$ cat src/rtl/tx_slot_writer.sv
// Frame producer for the GMII TX slot ring: stores length, timestamp, hash and
// payload for one frame, then publishes mem_wr_ptr once the whole frame is written.
module tx_slot_writer #(
  parameter int MIN_FRAME_LEN = 14,
  parameter int MAX_FRAME_LEN = 1518
) (
  input  logic        gmii_tx_clk,
  input  logic        sys_rst,
  input  logic        cmd_valid,
  output logic        cmd_ready,
  input  logic [15:0] cmd_frame_len,
  input  logic [63:0] cmd_timestamp,
  input  logic [31:0] cmd_hash,
  input  logic        data_valid,
  output logic        data_ready,
  input  logic [15:0] data,
  output logic [13:0] slot_tx_eth_addr,
  output logic [15:0] slot_tx_eth_data,
  output logic [1:0]  slot_tx_eth_byte_en,
  output logic        slot_tx_eth_en,
  output logic        slot_tx_eth_wr_en,
  input  logic [13:0] mem_rd_ptr,
  output logic [13:0] mem_wr_ptr,
  output logic [31:0] frame_count,
  output logic [15:0] drop_count,
  output logic        len_err
);

  localparam logic [15:0] MIN_L = 16'(MIN_FRAME_LEN);
  localparam logic [15:0] MAX_L = 16'(MAX_FRAME_LEN);

  typedef enum logic [2:0] {S_IDLE, S_CHECK, S_HDR, S_DATA, S_COMMIT, S_DROP} state_t;

  typedef struct packed {
    logic [15:0] len;
    logic [63:0] ts;
    logic [31:0] hash;
  } cmd_t;

  state_t      state;
  cmd_t        cmd;
  logic [13:0] wp;
  logic [2:0]  hdr_idx;
  logic [15:0] rem;
  logic [15:0] hdr_word;

  // Payload word count; 17-bit sum so len = FFFF does not wrap to zero words.
  logic [16:0] len_p1;
  logic [15:0] pwords;
  logic [16:0] need;
  logic [13:0] free;
  logic        len_bad;
  logic        accept;
  logic        last;

  assign len_p1  = 17'(cmd.len) + 17'd1;
  assign pwords  = len_p1[16:1];
  assign need    = 17'd7 + 17'(pwords);
  assign free    = mem_rd_ptr - mem_wr_ptr - 14'd1;
  assign len_bad = (cmd.len < MIN_L) || (cmd.len > MAX_L);
  assign accept  = data_valid & data_ready;
  assign last    = (rem == 16'd1);

  always_comb begin
    hdr_word = cmd.len;
    case (hdr_idx)
      3'd1:    hdr_word = cmd.ts[63:48];
      3'd2:    hdr_word = cmd.ts[47:32];
      3'd3:    hdr_word = cmd.ts[31:16];
      3'd4:    hdr_word = cmd.ts[15:0];
      3'd5:    hdr_word = cmd.hash[31:16];
      3'd6:    hdr_word = cmd.hash[15:0];
      default: hdr_word = cmd.len;
    endcase
  end

  always_ff @(posedge gmii_tx_clk or posedge sys_rst) begin
    if (sys_rst) begin
      state               <= S_IDLE;
      cmd                 <= '0;
      wp                  <= '0;
      hdr_idx             <= '0;
      rem                 <= '0;
      cmd_ready           <= 1'b0;
      data_ready          <= 1'b0;
      slot_tx_eth_addr    <= '0;
      slot_tx_eth_data    <= '0;
      slot_tx_eth_byte_en <= '0;
      slot_tx_eth_en      <= 1'b0;
      slot_tx_eth_wr_en   <= 1'b0;
      mem_wr_ptr          <= '0;
      frame_count         <= '0;
      drop_count          <= '0;
      len_err             <= 1'b0;
    end else begin
      slot_tx_eth_en    <= 1'b0;
      slot_tx_eth_wr_en <= 1'b0;
      len_err           <= 1'b0;
      case (state)
        S_IDLE: begin
          if (cmd_ready && cmd_valid) begin
            cmd       <= '{len: cmd_frame_len, ts: cmd_timestamp, hash: cmd_hash};
            wp        <= mem_wr_ptr;
            cmd_ready <= 1'b0;
            state     <= S_CHECK;
          end else begin
            cmd_ready <= 1'b1;
          end
        end
        S_CHECK: begin
          rem     <= pwords;
          hdr_idx <= '0;
          if (len_bad) begin
            len_err    <= 1'b1;
            data_ready <= (pwords != 16'd0);
            if (drop_count != 16'hFFFF) drop_count <= drop_count + 16'd1;
            state      <= S_DROP;
          end else if ({3'b000, free} >= need) begin
            state <= S_HDR;
          end
        end
        S_HDR: begin
          slot_tx_eth_addr    <= wp;
          slot_tx_eth_data    <= hdr_word;
          slot_tx_eth_byte_en <= 2'b11;
          slot_tx_eth_en      <= 1'b1;
          slot_tx_eth_wr_en   <= 1'b1;
          wp                  <= wp + 14'd1;
          hdr_idx             <= hdr_idx + 3'd1;
          if (hdr_idx == 3'd6) begin
            if (rem == 16'd0) state <= S_COMMIT;
            else begin
              data_ready <= 1'b1;
              state      <= S_DATA;
            end
          end
        end
        S_DATA: begin
          if (accept) begin
            slot_tx_eth_addr  <= wp;
            slot_tx_eth_en    <= 1'b1;
            slot_tx_eth_wr_en <= 1'b1;
            // Odd-length tail carries only the earlier (high) byte.
            if (last && cmd.len[0]) begin
              slot_tx_eth_data    <= {data[15:8], 8'h00};
              slot_tx_eth_byte_en <= 2'b10;
            end else begin
              slot_tx_eth_data    <= data;
              slot_tx_eth_byte_en <= 2'b11;
            end
            wp  <= wp + 14'd1;
            rem <= rem - 16'd1;
            if (last) begin
              data_ready <= 1'b0;
              state      <= S_COMMIT;
            end
          end
        end
        S_COMMIT: begin
          mem_wr_ptr  <= wp;
          frame_count <= frame_count + 32'd1;
          cmd_ready   <= 1'b1;
          state       <= S_IDLE;
        end
        S_DROP: begin
          if (rem == 16'd0) begin
            data_ready <= 1'b0;
            cmd_ready  <= 1'b1;
            state      <= S_IDLE;
          end else if (accept) begin
            rem <= rem - 16'd1;
            if (last) begin
              data_ready <= 1'b0;
              cmd_ready  <= 1'b1;
              state      <= S_IDLE;
            end
          end
        end
        default: state <= S_IDLE;
      endcase
    end
  end

endmodule

$ cat config.mk
export PLATFORM = sky130hd
export DESIGN_NAME = tx_slot_writer
export DESIGN_NICKNAME = d
export VERILOG_FILES = /design/src/rtl/tx_slot_writer.sv
export SDC_FILE = /design/constraint.sdc
export NUM_CORES = 1
export LEC_CHECK = 0
export ABC_AREA = 1
export CAP_MARGIN = 20
export CORE_ASPECT_RATIO = 0.7
export CORE_MARGIN = 10
export CORE_UTILIZATION = 40
export DETAILED_ROUTE_END_ITERATION = 10
export GPL_TIMING_DRIVEN = 1
export SYNTH_ARGS = -nofsm -noshare
export SYNTH_HDL_FRONTEND = slang
export SYNTH_SLANG_ARGS = --single-unit
$ cat constraint.sdc
create_clock -name gmii_tx_clk -period 25.1 [get_ports gmii_tx_clk]
set_input_delay 6.275 -clock gmii_tx_clk [delete_from_list [all_inputs] [get_ports gmii_tx_clk]]
set_output_delay 6.275 -clock gmii_tx_clk [all_outputs]
set_load 0.03 [all_outputs]
==> results.tsv <==
stage	metric	value	unit
global_route	busiest layer in global routing	met2	
global_route	Total Routing Usage GR	21.3	%
sta	max-slew violation count	0	
place	hpwl dp	34100	µm
synthesis	Yosys top cell area share	45.7	%
sta	post-route clock period utilization	37.7	%
finish	Syn-to-layout area delta	27.8	%
sta	minimum clock period	9470	ps
synthesis	Yosys warnings	0	
route	post-route ant nets	0	
route	Starting DRT DRC Count	967	
cts	Reg clk slew, reported paths	60	ps
power_and_ir_drop	PD cells	118	nW/µm²
finish	most common cell after layout, fill and taps aside	nand2_1	
route	vias	12300	
finish	Storage cell area	6160	µm²
synthesis	fraction of registers with async set/reset	100	%
floorplanning	Rows	56	
place	IO Port Bufs	244	
cts	clk root buf	clkbuf_16	
synthesis	post-synth cell types	55	
place	RD Place Congestion	0.920	
route	DR DRC count	0	
global_route	vias in the first global route	12000	
synthesis	FF+latch count, synth	246	
finish	Total Nets Final	2140	
floorplanning	DIE HEIGHT	174	µm
floorplanning	Die Area	41500	µm²
sta	fmax	106	MHz
synthesis	netlist area before placement	13500	µm²
finish	share of layout cells above drive strength 1	5.93	%
setup_path	worst-path fanout max	4	
route	DR WL/cell	18.6	µm
cts	CTS Buffer Depth	3	
global_route	GRT overflow	0	
synthesis	Synth area leaders	dfrtp_1 (46%), nand2_1 (16%), inv_1 (4.6%)	
global_route	largest net degree at the start of global routing	106	
global_route	initial antenna violation count	3	
synthesis	cell taking the most area after synthesis	dfrtp_1	
setup_path	CP Capture Type	register	
cts	H-tree depth	1	
synthesis	Synth Instances	1729	
floorplanning	core footprint	33400	µm²
cts	hold_buf cts	0	
floorplanning	io pins	245	
power_and_ir_drop	Max VDD drop	0.0522	mV
sta	setup repair after global routing missed its margin	no	
place	Post-Place Worst Slack	15080	ps
sta	measured slew at the worst slew-check pin	1090	ps
finish	Fillers	3235	
global_route	grt met1 use	30.7	%
floorplanning	chip width	239	µm
power_and_ir_drop	leakage power	8.15	nW
route	Pre-antenna DRT Iters	5	
hold_path	Hold WC Path Type	reg -> reg	
cts	clk_lat worst skew	550	ps
setup_path	Req. time, crit path	25540	ps
synthesis	Seq/Total Area, Yosys	45.7	%
sta	final setup margin	15630	ps
setup_path	arrival time at the worst endpoint	9910	ps
status	status	finished, final reports clean	
synthesis	Post-synth top flop	dfrtp_1	
synthesis	Mapped Nets	1916	
route	vias per cell	5.12	
synthesis	Avg Inst Size Synth	7.79	µm²
sta	Final setup viols	0	
global_route	met2 usage	32.5	%
cts	cts repair resizes	0	
synthesis	Post-synth EDFFs	0	
job	max_cap viols	0	
sta	Worst Skew	9.13	ps
cts	total CTS buffers	28	
setup_path	critical path type	in -> reg	
sta	Rel. slew slack	27.6	%
floorplanning	Initial Utilization	40.4	%
sta	Setup TNS	0	ps
cts	number of sinks on the clock net	246	
sta	Hold Fails Final Rpt	0	
cts	Post-CTS Setup Inserts	0	
cts	CTS tree	done	
global_route	first-pass GRT wire length	70200	µm
finish	area occupied by multi-input gates	6420	µm²
setup_path	Setup crit start kind	input pin	
finish	most frequent cells in the layout	nand2_1 (589), dfrtp_1 (246), clkdlybuf4s50_1 (244)	
route	Post-Route WL	44900	µm
global_route	met3 track demand over resource	4.29	%
-- final timing paths --
check / slack [ps] / to / cells after the start / from
min in group asynchronous: 6190 / cmd[95]$_DFFE_PP0P_ / 2 / sys_rst
setup / recovery: 15630 / state[1]$_DFFE_PP0P_ / 26 / mem_rd_ptr[0]
hold / removal: 470 / frame_count[31]$_DFFE_PP0P_ / 1 / frame_count[31]$_DFFE_PP0P_
hold reg to reg: 470 / frame_count[31]$_DFFE_PP0P_ / 1 / frame_count[31]$_DFFE_PP0P_
max in group asynchronous: 17430 / frame_count[11]$_DFFE_PP0P_ / 3 / sys_rst
setup reg to reg: 20550 / rem[11]$_DFFE_PP0P_ / 8 / state[1]$_DFFE_PP0P_
-- power by group --
part	switching [mW]	internal, mW	total, mW
sequential	0.122	0.549	0.671
clock	0.172	0.230	0.402
combinational	0.625	0.332	0.956
-- cell usage after synthesis, types with 5 or more instances --
cell,instances
a21oi_1,47
a221oi_1,6
a22oi_1,6
a31oi_1,13
buf_2,6
clkbuf_1,50
dfrtp_1,246
ha_1,40
inv_1,166
inv_2,12
nand2_1,589
nand2_2,11
nand3_1,74
nand3_2,5
nand4_1,31
nor2_1,98
nor2_2,15
nor3_1,28
nor4_1,7
o2111ai_1,9
o211ai_1,11
o21ai_0,117
o21ai_1,5
o221ai_1,5
o22ai_1,8
o31ai_1,5
xnor2_1,22
xor2_1,54
-- routing by layer --
metal / share of wire, % / wire, µm / vias up
met4: 1.4 / 636 / 2
met3: 6.1 / 2760 / 48
met2: 45 / 20000 / 339
met5: 0.029 / 13 / -
li1: - / - / 6052
met1: 48 / 21500 / 5879
-- metrics by stage --
stage	hold WS [ps]	cell area (µm²)	instances	total power, mW	utilization, %
detailed placement	458	16300	2358	1.63	48.9
CTS	473	17200	2407	2.04	51.6
global placement	454	16300	2358	1.61	48.9
floorplan	442	13500	1729	1.30	-
global route	481	17200	2407	2.20	51.6
finish	468	17200	2408	2.03	51.6
-- critical path: stages --
cell and delay (ps):
clkdlybuf4s50_1 460, ha_1 140, inv_1 70, fa_1 400, inv_1 90, a31oi_1 160, o221ai_1 370, nand3_1 130
o21ai_0 240, xor2_1 120, ha_1 310, nand2_1 70, nor2_1 150, nand2_1 60, o21ai_0 160, nor2_1 50
nand2_1 80, nand2_1 50, nand2_1 50, nand2_1 50, nor2_1 80, nand2_1 70, nand2_2 90, nand2_2 60
nand2_1 60, nand2_1 50
-- cell families after synthesis --
| group | count (synthesis) | synth area share, % |
|---|---|---|
| adder cells (fa/ha/maj) | 41 | 3.86 |
| AO/OA/AOI/OAI | 253 | 11.1 |
| flip-flops | 246 | 45.7 |
| XOR/XNOR | 77 | 5.06 |
| AND/OR/NAND/NOR | 873 | 27.5 |
| buffers and inverters | 239 | 6.80 |
-- cell type report --
| type | count | share of cell area (%) |
|---|---|---|
| Antenna cell | 1 | 0.0145 |
| Clock buffer | 38 | 4.58 |
| Clock inverter | 11 | 0.603 |
| Inverter | 178 | 3.92 |
| Multi-Input combinational cell | 1244 | 37.3 |
| Sequential cell | 246 | 35.8 |
| Tap cell | 435 | 3.16 |
| Timing Repair Buffer | 255 | 14.7 |
-- state kept, by name, summed over array words and instances (netlist names), 2 cells and up --
| signal | flops |
|---|---|
| hdr_idx | 3 |
| slot_tx_eth_byte_en | 2 |
| rem | 16 |
| frame_count | 32 |
| wp | 14 |
| slot_tx_eth_data | 16 |
| drop_count | 16 |
| mem_wr_ptr | 14 |
| state | 3 |
| slot_tx_eth_addr | 14 |
| cmd | 112 |
Power figures use the tool's default switching activity.
==> RTL change 1 (config.mk and constraints unchanged) <==
Re-encode `state_t` (6 states) as one-hot, 6 bits wide.
--- a/src/rtl/tx_slot_writer.sv
+++ b/src/rtl/tx_slot_writer.sv
@@ -31,3 +31,3 @@
 
-  typedef enum logic [2:0] {S_IDLE, S_CHECK, S_HDR, S_DATA, S_COMMIT, S_DROP} state_t;
+  typedef enum logic [5:0] {S_IDLE = 6'b000001, S_CHECK = 6'b000010, S_HDR = 6'b000100, S_DATA = 6'b001000, S_COMMIT = 6'b010000, S_DROP = 6'b100000} state_t;
 
Check against the original RTL: same outputs for any inputs over 4 cycles, from zero or initial values and one cycle with sys_rst high; so few cycles prove little.
==> RTL change 1 against the original RTL <==
- final area about the same
- routed wire length down 3.7%
- combinational power down 27%
- first-iteration DRC count grew 17%
- total power shrank 16%
- worst hold slack better by 2.4 ps
- clock skew grew 5.5 ps
- utilization is essentially flat
- area after synthesis is essentially flat
- setup slack better by 230 ps
- sequential cell count rose by 3
- critical endpoint is now state[3]$_DFFE_PP0P_
- largest power group unchanged
==> RTL change 1: results (changes against the original RTL) <==
- Outcome: finished, final reports clean (unchanged)
- Layout cells sized above 1: 0.0623 (was 0.0593)
- Area after DPL: 16300 µm² (about the same)
- Clock skew: 14.7 ps (was 9.13 ps)
- #MultiIn Comb: 1119 (was 1244)
- Complex-gate fraction of the synthesized area: 0.135 (was 0.111)
- Initial DRC count: 1127 (was 967)
- FILL cells: 3171 (was 3235)
- DR vias: 12100 (was 12300)
- Top cells by count, synth: nand2_1 (363), dfrtp_1 (248), inv_1 (217) (was nand2_1 (589), dfrtp_1 (246), inv_1 (166))
- Worst EP arrival: 9720 ps (was 9910 ps)
- CLK BUF: 39 (was 38)
- Register Area: 6230 µm² (was 6160 µm²)
- Initial antenna violation count: 2 (was 3)
- Distinct cells, synth: 53 (was 55)
- Vias in the first global route: 11500 (was 12000)
- Die footprint: 41500 µm² (about the same)
- Hold slack final: 470 ps (was 468 ps)
- Clock buffers and inverters, area share: 0.0503 (was 0.0518)
- Non-clk bufs: 253 (was 255)
- Adder-cell share of the synthesized area: 0.0387 (was 0.0386)
- Worst hold path startpoint: slot_tx_eth_byte_en[1]$_DFFE_PP0P_ (was frame_count[31]$_DFFE_PP0P_)
- Slew HR: 0.311 (was 0.276)
- Reg2reg end: slot_tx_eth_byte_en[1]$_DFFE_PP0P_ (was rem[11]$_DFFE_PP0P_)
- Largest net degree at the start of global routing: 124 (was 106)
- Crit path capture: state[3]$_DFFE_PP0P_ (was state[1]$_DFFE_PP0P_)
- Syn nets: 1831 (was 1916)
- Final HPWL DP: 32.8 mm (was 34.1 mm)
- CTS Buf Count: 26 (was 28)
- Nonclk inv count: 226 (was 178)
- Internal reg-to-reg setup slack: 21490 ps (was 20550 ps)
- Post-Synth XOR/XNOR Area: 0.0532 (was 0.0506)
- Routed wire length: 43.2 mm (was 44.9 mm)
- R2R cell count: 7 (was 8)
- Worst Hold Endpoint: slot_tx_eth_byte_en[1]$_DFFE_PP0P_ (was frame_count[31]$_DFFE_PP0P_)
- Fmax: 108 MHz (was 106 MHz)
- Multi-input combinational area share: 0.360 (was 0.373)
- Synthesis-to-finish area growth: 27.8% (about the same)
- Final Net Count: 2062 (was 2140)
- Place WS: 15310 ps (was 15080 ps)
- First-pass GRT wire length: 67.3 mm (was 70.2 mm)
==> RTL change 1: cell types whose count changed after synthesis, moves of 5 or more <==
cell | before | now
nand3_1 | 74 | 62
inv_2 | 12 | 5
nand2_2 | 11 | 6
clkbuf_1 | 50 | 38
nand2_1 | 589 | 363
inv_1 | 166 | 217
o21ai_0 | 117 | 179
nor2_2 | 15 | 5
o211ai_1 | 11 | 19
nor3_1 | 28 | 33
nor2_1 | 98 | 118
o22ai_1 | 8 | 35
mux2_2 | 0 | 32
==> RTL change 1: report_power, final <==
group	switching, mW	internal, mW	leakage (nW)
logic	0.450	0.249	3.97
registers	0.0776	0.538	3.20
clock network	0.166	0.228	0.435
total	0.694	1.01	7.60
==> RTL change 1: metal layers <==
layer	track usage	wire length [µm]
met2	0.308	19000
met4	0.0344	632
met5	0	13
met1	0.300	20800
met3	0.0351	2800
==> RTL change 2 (config.mk and constraints unchanged) <==
Without the edit above. The parameter `MAX_FRAME_LEN` goes from 1518 to 1138.
--- a/src/rtl/tx_slot_writer.sv
+++ b/src/rtl/tx_slot_writer.sv
@@ -4,3 +4,3 @@
   parameter int MIN_FRAME_LEN = 14,
-  parameter int MAX_FRAME_LEN = 1518
+  parameter int MAX_FRAME_LEN = 1138
 ) (
Behaviour: not the same (a bounded check fails within 4 cycles, from zero or initial values and one cycle with sys_rst high).
==> RTL change 2 against the original RTL <==
- worst hold slack better by 3.5 ps
- critical path depth decreased by 2
- cell count down 1.1%
- final area shrank 0.71%
- sequential cell count unchanged
- synthesized cell count fell by 0.98%
- setup slack improved by 240 ps
- clock skew rose by 7.4 ps
- routed wire length decreased by 1.5%
- area after synthesis down 0.89%
- total power is 0.18% higher
- combinational power shrank 2%
- clock power increased by 5.5%
==> RTL change 2: results (changes against the original RTL) <==
- Worst hold path startpoint: frame_count[31]$_DFFE_PP0P_ (unchanged)
- Non-clk buf share: 0.146 (was 0.147)
- Global placer's final weighted congestion: 0.936 (was 0.920)
- Final Net Count: 2122 (was 2140)
- Syn nets: 1899 (was 1916)
- Gate power share: 0.463 (was 0.471)
- Largest net degree at the start of global routing: 112 (was 106)
- Drt pass-1 iters: 5 (unchanged)
- Hold slack final: 471 ps (was 468 ps)
- First-pass GRT wire length: 69.9 mm (was 70.2 mm)
- Reg2Reg Launch Point: hdr_idx[2]$_DFFE_PP0P_ (was state[1]$_DFFE_PP0P_)
- Initial antenna violation count: 0 (was 3)
- FILL cells: 3168 (was 3235)
- Worst Tran Pin Value: 950 ps (was 1090 ps)
- Vias per inst: 5.16 (was 5.12)
- Non-clk bufs: 252 (was 255)
- Largest cells by area after synthesis: dfrtp_1 (46%), nand2_1 (17%), inv_1 (4.4%) (was dfrtp_1 (46%), nand2_1 (16%), inv_1 (4.6%))
- Peak supply drop: 0.0000694 V (was 0.0000522 V)
- DP Cell Count: 2334 (was 2358)
- Pwr/cell area: 119 nW/µm² (was 118 nW/µm²)
- Leak: 8.04 nW (was 8.15 nW)
- WL/cell: 18.6 µm (about the same)
- Mapped Cells: 1712 (was 1729)
- Initial DRC count: 1029 (was 967)
- N_diodes: 0 (was 1)
- Multi-input combinational area share: 0.371 (was 0.373)
- Internal reg-to-reg setup slack: 21260 ps (was 20550 ps)
- Nonclk inv count: 166 (was 178)
- Reg2reg end: slot_tx_eth_data[5]$_DFFE_PP0P_ (was rem[11]$_DFFE_PP0P_)
- Final period utilization: 0.368 (was 0.377)
- Sequential share of the synthesized area: 0.461 (was 0.457)
- Cell Int Power: 1.14 mW (was 1.11 mW)
- Die X: 238 µm (was 239 µm)
- IO Port Bufs: 244 (unchanged)
- Clock buffers and inverters, area share: 0.0544 (was 0.0518)
- Synthesis-to-finish area growth: 28.0% (was 27.8%)
- Outcome: finished, final reports clean (unchanged)
- Non-Filler Instances: 2382 (was 2408)
- Final HPWL DP: 33.6 mm (was 34.1 mm)
- CLK BUF: 35 (was 38)
- R2R cell count: 9 (was 8)
- Clock Power Share: 0.208 (was 0.198)
- Critical path peak fanout: 4 (unchanged)
- Place WS: 15290 ps (was 15080 ps)
- Clock skew: 16.6 ps (was 9.13 ps)
- Layout cells sized above 1: 0.0465 (was 0.0593)
- Area after DPL: 16200 µm² (was 16300 µm²)
- #MultiIn Comb: 1243 (was 1244)
- Worst EP arrival: 9660 ps (was 9910 ps)
-- RTL change 2: changes by cell type after synthesis, moves of 8 or more --
cell,unedited run,this run
buf_2,6,15
nand2_1,589,599
clkbuf_1,50,38
nor2_1,98,112
inv_1,166,158
o211ai_1,11,19
-- RTL change 2: kinds of logic (layout without fill, tap and decap cells) --
group           after synthesis  in the layout  share of synthesized area
fa+ha+maj                    41             41                     0.0390
flops                       246            246                      0.461
simple gates                876            876                      0.275
compound gates              252            252                      0.112
xor+xnor                     74             74                     0.0485
buf+inv                     223            466                     0.0652
-- RTL change 2: metal layers --
| metal | wire, µm | global-route usage | up-vias |
|---|---|---|---|
| met5 | 0 | 0 | - |
| met4 | 554 | 0.0341 | 0 |
| met3 | 3420 | 0.0473 | 42 |
| met2 | 19000 | 0.309 | 402 |
| met1 | 21300 | 0.317 | 5859 |
| li1 | - | - | 5990 |
